`src/rtl/mem_access_unit_pkg.sv`:
```
// Shared types for the MEM-stage data-bus initiator: pipeline payloads, dbus
// request/response records and the access-size encoding.
package mem_access_unit_pkg;
  localparam int BYTES = 8;
  localparam int OFF_W = 3;

  typedef enum logic [1:0] {MSZ_B, MSZ_H, MSZ_W, MSZ_D} msize_t;
  typedef enum logic [1:0] {S_IDLE, S_REQ, S_WAIT, S_DRAIN} mem_state_t;

  typedef struct packed {
    logic        valid;
    logic        mem_rd;
    logic        mem_wr;
    msize_t      msize;
    logic        msign;
    logic [63:0] addr;
    logic [63:0] wdata;
    logic        reg_wr;
    logic [4:0]  rd;
  } execute_data_t;

  // rdata carries the loaded value; for non-loads it carries addr (the ALU result)
  typedef struct packed {
    logic        valid;
    logic [63:0] rdata;
    logic        misalign;
    logic        reg_wr;
    logic [4:0]  rd;
  } memory_data_t;

  typedef struct packed {
    logic        valid;
    logic [63:0] addr;
    logic [2:0]  size;
    logic [7:0]  strobe;
    logic [63:0] data;
  } dbus_req_t;

  typedef struct packed {
    logic        addr_ok;
    logic        data_ok;
    logic [63:0] data;
  } dbus_resp_t;

  function automatic logic [BYTES-1:0] size_mask(msize_t s);
    case (s)
      MSZ_B:   return 8'h01;
      MSZ_H:   return 8'h03;
      MSZ_W:   return 8'h0F;
      default: return 8'hFF;
    endcase
  endfunction
endpackage

```
`src/rtl/mem_data_align.sv`:
```
// Byte-lane steering for dbus: store strobe/shift and load shift with
// sign/zero extension. Purely combinational.
module mem_data_align
  import mem_access_unit_pkg::*;
(
  input  msize_t                msize,
  input  logic                  msign,
  input  logic [OFF_W-1:0]      off,
  input  logic [63:0]           wdata,
  input  logic [63:0]           line,
  output logic [BYTES-1:0]      strobe,
  output logic [63:0]           wdata_al,
  output logic [63:0]           rdata
);
  logic [BYTES-1:0]      mask;
  logic [BYTES-1:0][7:0] raw;
  logic                  fill;

  assign mask     = size_mask(msize);
  assign strobe   = mask << off;
  assign wdata_al = wdata << {off, 3'b000};
  assign raw      = line >> {off, 3'b000};

  always_comb begin
    fill = 1'b0;
    case (msize)
      MSZ_B:   fill = msign & raw[0][7];
      MSZ_H:   fill = msign & raw[1][7];
      MSZ_W:   fill = msign & raw[3][7];
      default: fill = 1'b0;
    endcase
  end

  for (genvar i = 0; i < BYTES; i++) begin : g_lane
    assign rdata[8*i +: 8] = mask[i] ? raw[i] : {8{fill}};
  end
endmodule

```
`src/rtl/mem_access_unit.sv`:
```
// MEM-stage dbus initiator: issues one request per memory instruction, holds
// the pipeline until completion, drains flushed transactions to completion.
module mem_access_unit
  import mem_access_unit_pkg::*;
#(
  parameter int ADDR_W = 64,
  parameter int DATA_W = 64
) (
  input  logic              clk,
  input  logic              rst,
  input  logic              clr,
  input  execute_data_t     dataE,
  output memory_data_t      dataM,
  output logic              stallM,
  output logic              dreq_valid,
  output logic [ADDR_W-1:0] dreq_addr,
  output logic [2:0]        dreq_size,
  output logic [7:0]        dreq_strobe,
  output logic [DATA_W-1:0] dreq_data,
  input  logic              dresp_addr_ok,
  input  logic              dresp_data_ok,
  input  logic [DATA_W-1:0] dresp_data
);
  mem_state_t     state, state_nxt;
  execute_data_t  lat, cur;
  dbus_req_t      req;
  dbus_resp_t     resp;
  logic [OFF_W-1:0] amask;
  logic           misal, mem_op, issue, req_on, done;
  logic [7:0]     strobe;
  logic [63:0]    wdata_al, ld_data;

  assign resp   = '{addr_ok: dresp_addr_ok, data_ok: dresp_data_ok, data: dresp_data};
  assign amask  = 3'((4'd1 << dataE.msize) - 4'd1);
  assign misal  = |(dataE.addr[OFF_W-1:0] & amask);
  assign mem_op = dataE.valid & (dataE.mem_rd | dataE.mem_wr) & ~clr;
  assign issue  = mem_op & ~misal;
  // Once issued, the request is driven from the latched copy so it stays stable.
  assign cur    = (state == S_IDLE) ? dataE : lat;

  mem_data_align u_align (
    .msize    (cur.msize),
    .msign    (cur.msign),
    .off      (cur.addr[OFF_W-1:0]),
    .wdata    (cur.wdata),
    .line     (resp.data),
    .strobe   (strobe),
    .wdata_al (wdata_al),
    .rdata    (ld_data)
  );

  always_comb begin
    state_nxt = state;
    req_on    = 1'b0;
    done      = 1'b0;
    stallM    = 1'b0;
    dataM     = '0;
    case (state)
      S_IDLE: begin
        dataM.valid    = dataE.valid & ~clr;
        dataM.rdata    = dataE.addr;
        dataM.misalign = mem_op & misal;
        dataM.reg_wr   = dataE.reg_wr;
        dataM.rd       = dataE.rd;
        if (issue) begin
          req_on      = 1'b1;
          stallM      = 1'b1;
          dataM.valid = 1'b0;
          if (resp.addr_ok && resp.data_ok) begin
            stallM = 1'b0;
            done   = 1'b1;
          end else if (resp.addr_ok) state_nxt = S_WAIT;
          else state_nxt = S_REQ;
        end
      end
      S_REQ: begin
        req_on = 1'b1;
        stallM = 1'b1;
        if (resp.addr_ok) begin
          if (resp.data_ok) begin
            stallM    = 1'b0;
            done      = ~clr;
            state_nxt = S_IDLE;
          end else state_nxt = clr ? S_DRAIN : S_WAIT;
        end else if (clr) begin
          // never accepted: drop it and let the flushed slot advance
          stallM    = 1'b0;
          state_nxt = S_IDLE;
        end
      end
      S_WAIT: begin
        stallM = 1'b1;
        if (resp.data_ok) begin
          stallM    = 1'b0;
          done      = ~clr;
          state_nxt = S_IDLE;
        end else if (clr) state_nxt = S_DRAIN;
      end
      default: begin
        stallM = 1'b1;
        if (resp.data_ok) begin
          stallM    = 1'b0;
          state_nxt = S_IDLE;
        end
      end
    endcase
    if (done) begin
      dataM.valid    = cur.valid;
      dataM.rdata    = (cur.mem_rd && !cur.mem_wr) ? ld_data : cur.addr;
      dataM.misalign = 1'b0;
      dataM.reg_wr   = cur.reg_wr;
      dataM.rd       = cur.rd;
    end
    if (rst) begin
      state_nxt = S_IDLE;
      req_on    = 1'b0;
      stallM    = 1'b0;
      dataM     = '0;
    end
  end

  always_ff @(posedge clk) begin
    if (rst) begin
      state <= S_IDLE;
      lat   <= '0;
    end else begin
      state <= state_nxt;
      if (state == S_IDLE && issue) lat <= dataE;
    end
  end

  assign req.valid  = req_on;
  assign req.addr   = req_on ? cur.addr : '0;
  assign req.size   = req_on ? {1'b0, cur.msize} : '0;
  assign req.strobe = (req_on && cur.mem_wr) ? strobe : '0;
  assign req.data   = (req_on && cur.mem_wr) ? wdata_al : '0;

  assign dreq_valid  = req.valid;
  assign dreq_addr   = req.addr[ADDR_W-1:0];
  assign dreq_size   = req.size;
  assign dreq_strobe = req.strobe;
  assign dreq_data   = req.data[DATA_W-1:0];
endmodule

```
`config.mk`:
```
export PLATFORM = sky130hd
export DESIGN_NAME = mem_access_unit
export DESIGN_NICKNAME = d
export VERILOG_FILES = /design/src/rtl/mem_access_unit_pkg.sv /design/src/rtl/mem_data_align.sv /design/src/rtl/mem_access_unit.sv
export SDC_FILE = /design/constraint.sdc
export NUM_CORES = 1
export LEC_CHECK = 0
export ABC_AREA = 1
export BUFFER_PORTS_ARGS = -buffer_cell sky130_fd_sc_hd__buf_2
export CORE_MARGIN = 4
export CORE_UTILIZATION = 43
export CTS_CLUSTER_SIZE = 28
export DETAILED_ROUTE_END_ITERATION = 8
export PLACE_DENSITY = 0.72
export SLEW_MARGIN = 20
export SYNTH_ARGS = -nofsm -noshare
export SYNTH_HDL_FRONTEND = slang
export SYNTH_HIERARCHICAL = 1
export SYNTH_SLANG_ARGS = --single-unit
```
`constraint.sdc`:
```
create_clock -name clk -period 3.6 [get_ports clk]
set_input_delay 0.36 -clock clk [delete_from_list [all_inputs] [get_ports clk]]
set_output_delay 0.36 -clock clk [all_outputs]
set_load 0.02 [all_outputs]
```
======== Word level (Yosys, flattened, before mapping) ========
Index checks and enable logic that the tools add are counted.
word-level totals
  output and inout port bits .............. 213
  input port bits ......................... 209
  bits in registers ....................... 142
  word-level logic and storage cells ...... 91
operators by class
  muxes and demuxes ....................... 46
  reductions and logical operators ........ 10
  $add $sub $neg .......................... 1
  shift-type cells ........................ 4
  equal/unequal tests ..................... 8
  bitwise logic cells ..................... 12
operators by type and width
  cell                                           count
  2-to-1 mux 72 bit                              3
  2-to-1 mux 64 bit                              3
  2-to-1 mux 140 bit                             1
  2-to-1 mux 8 bit                               9
  left shift 64 x 6 -> 64 bit                    1
  >> shifter 64 x 6 -> 64 bit                    1
  one-hot mux 8 bit (3 select lines)             1
  2-to-1 mux 2 bit                               10
  2-to-1 mux 1 bit                               14
  bitwise AND 1 bit                              8
  left shift 8 x 3 -> 8 bit                      1
  inequality test 3 bit, second input constant   2
  one-hot mux 1 bit (3 select lines)             2
  one-hot mux 2 bit (3 select lines)             1
  AND reduction 5 bit                            1
  == test 2 x 1 -> 1 bit, second input constant  2
  == test 2 bit, second input constant           2
  logical AND 1 bit                              4
  zero test 2 bit                                2
  inequality test 2 bit, second input constant   2
  one-hot mux 1 bit (2 select lines)             2
  nonzero test 4 bit                             1
  bitwise AND 3 bit                              1
  OR reduction 3 bit                             1
  other kinds (5)                                6

======== Longest topological paths before layout ========
  word-level depth ........................ 11
  gate-level depth with buffers ........... 25

======== Cells and area by module ========
The synthesis kept the hierarchy.
modules (own cells, without submodules)
  module           instances  cells an instance  area each (µm²)
  mem_access_unit  1          1869               10906.7
  mem_data_align   1          834                3852.4

======== Worst setup path before layout ========
No wires, ideal clock.
  kind .................................... flip-flop to output port
  start point ............................. reg state[0]
  end point ............................... out dataM[27] (netlist name)
  cell stages (with the launch flop) ...... 21
  data arrival time ....................... 3112 ps
  slack ................................... 128 ps
  cells stage by stage .................... dfxtp_1 inv_1 ha_1 buf_6 buf_8 buf_6 buf_6 buf_2 o21ai_0 inv_1 ha_1 nor2_1 nand3_2 buf_4 nand2_1 nand3_2 nand2_1 inv_1 nand3_1 nand2_1 nor2_1
RTL lines
  element                 RTL line                source
  from (decl)             mem_access_unit.sv:24   mem_state_t state, state_nxt;
  from (signal assigned)  mem_access_unit.sv:127  state <= state_nxt;
  to (decl)               mem_access_unit.sv:13   output memory_data_t dataM,

==> results.tsv <==
metric	value	unit
fin_worst_skew	12.4	ps
drive_gt1_frac	0.245	
drt_iter0_drc	1842	
post_synth.cell_area_avg	5.46	um2
cts_made_buffers	17	
synth_cells	2703	
core_area	0.0337	mm2
overflow	0	
clock-sinks	142	
path_buf_inv	8	
crit_type	reg -> out	
worst_slew_pin_slew	911	ps
hold_viol_final	0	
place_ws	177	ps
die_h	193	um
setup_viol	29	
synth_area_leaders	dfxtp_1 19%, nand2_1 18%, inv_1 10%	
critPathLaunchType	register	
worstPathArrival	3350	ps
critical-path-top-delay-family	simple AND/OR/NAND/NOR gates	
cts_root_buf	clkbuf_16	
initial_core_util	0.438	
cts_tree	done	
synth_cell_types	34	
grt_setup_unrepaired	true	
yosys.area.top_type	dfxtp_1	
io_buffers	420	
multi_input_area	0.00972	mm2
grt_max_degree	196	
clkLatencyLatePin	460	ps
slew_viol_final	0	
worstReg2RegStart	state[0]	
crit_chain	inv_2 > ha_4 > buf_6 > o21ai_4 > buf_12 > inv_6 > nand2_1 > nand3_2 > nand3_4 > nand3_4 > nand3_4 > buf_6 > nand3_4 > clkbuf_16 > nand2_1 > nand3_1 > nand2_1 > inv_1 > nand3_1 > nand2_1 > nor2_1 > buf_4	
clk_path_buf_depth	2	
relSlewSlack	0.393	
wl	62.1	mm
dieArea	0.0374	mm2
outcome	finished with violations	
antenna_found_initial	25	
cts_max_level	4	
fillers	3544	
layout.nets	3241	
routed_via_density	5.42	
finalNonFillerCells	3497	
max_freq	0.270	GHz
ir_drop	0.503	mV
grt_pass1_wl	94.8	mm
violations	negative setup slack	
routedWlPerCell	17.8	um
grt_pass1_vias	17400	
synth_top_cell_area_share	0.193	
ys_seq_elements	142	
syn_area	0.0148	mm2
hpwl	45.0	mm
vias	18900	
ant_nets	0	
rows	67	
drt_first_pass_iters	7	
hold_path_class	in -> reg	
critPathCaptureType	output pin	
setup_slack	-109	ps
worstPathMaxFanout	6	
postCtsHoldBufs	0	
io_pins	422	
layout_min_cycle_time	3710	ps
required	3240	ps
slowest_delay	340	ps
ys.warnings.count	6	
die-width	193	um
p_per_area	743	mW/mm2
maxCapViolations	0	
worstHoldStart	dataE[0]	
timing.final.crit_share	1.03	
crit_slowest_cell	dfxtp_2	
drc	0	
seq_area	0.00285	mm2
clk_pin_slew	70	ps
crit_path_start	state[1]	
dp.cells	3423	
grt_use_total	0.308	
p_leak	0.00943	uW
gp_congestion	1.04	
syn-num-nets	2921	
syn2layout_area_growth	26.7	%
synth.yosys.seq_area_share	0.193	
-- layout make-up --
cell class | count | area share
antenna | 13 | 0.00174
clock buffer | 19 | 0.0232
clock inverter | 13 | 0.00883
inverter | 411 | 0.0836
multi-input combinational | 1931 | 0.520
sequential | 142 | 0.152
tap | 448 | 0.0300
timing repair buffer | 519 | 0.180
timing repair inverter | 1 | 0.000402
-- worst paths after layout --
check	to	slack, ps	depth (start not counted)
hold reg to reg	lat[66]	450	2
setup reg to reg	lat[17]	1210	8
setup / recovery	dataM[59]	-110	22
hold / removal	lat[0]	200	3
-- flip-flops by register name, summed over array words and instances (netlist names) --
| register | flops |
|---|---|
| lat | 140 |
| state | 2 |
-- power breakdown --
part | total [uW] | internal (uW) | switching (uW)
registers | 1760 | 1720 | 39.0
clock network | 1900 | 1090 | 806
logic | 10200 | 3440 | 6780
-- cell usage after synthesis, drive strengths merged --
library cell	count
nand2	710
inv	410
o21ai	398
nor2	279
nand3	242
a21oi	157
buf	154
dfxtp	142
clkbuf	66
a21boi	64
mux2i	28
o211ai	19
ha	9
o22ai	9
a31oi	7
nand4	4
or2	2
clkinv	1
conb	1
o21a	1
-- per-layer routing --
metal,up-vias,wire length [um],track usage
met5,-,153,0
met4,24,2560,0.129
met3,168,5720,0.0682
met2,968,28800,0.506
met1,8583,24800,0.392
li1,9197,-,-
-- layout by cell type, fill, tap and decap left out, drive strengths merged, types with 13 or more instances in the layout --
master,count
buf,513
o211ai,19
inv,410
o21ai,398
a21oi,157
a21boi,64
clkbuf,25
nor2,279
nand3,243
nand2,710
mux2i,28
diode,13
dfxtp,142
-- cells by family (layout without fill, tap and decap cells) --
logic type,count (synthesis),in the layout,synth area share
buffers and inverters,631,963,0.192
and+or+nand+nor,1237,1238,0.351
DFF,142,142,0.193
adders and majority gates,9,9,0.00763
other,1,14,0.000254
muxes,28,28,0.0190
AOI/OAI and AO/OA,655,655,0.238
-- worst min-delay path, stage by stage --
cell and delay (ps):
buf_2 80, o21ai_0 70, a21oi_1 100
-- timing repair --
action / in CTS / in global routing
setup buffers: 7 / 15
setup endpoints to repair: 82 / 104
gates cloned: 2 / 6
pin swaps: 7 / 33
gates resized for setup: 52 / 216
-- stage by stage --
stage                     setup TNS [ps]  area, um2   util  power [uW]  hold WS (ps)
final                              -1100      18700  0.555       13900           203
after global routing               -7880      18700  0.554       14900           191
after CTS                           -403      17700  0.525       12700           183
after detailed placement               0      16800  0.500       10500           438
after global placement                 0      16800  0.500       10500           431
after floorplan                        0      14800      -        8230           420
(Power assumes the default switching activity.)
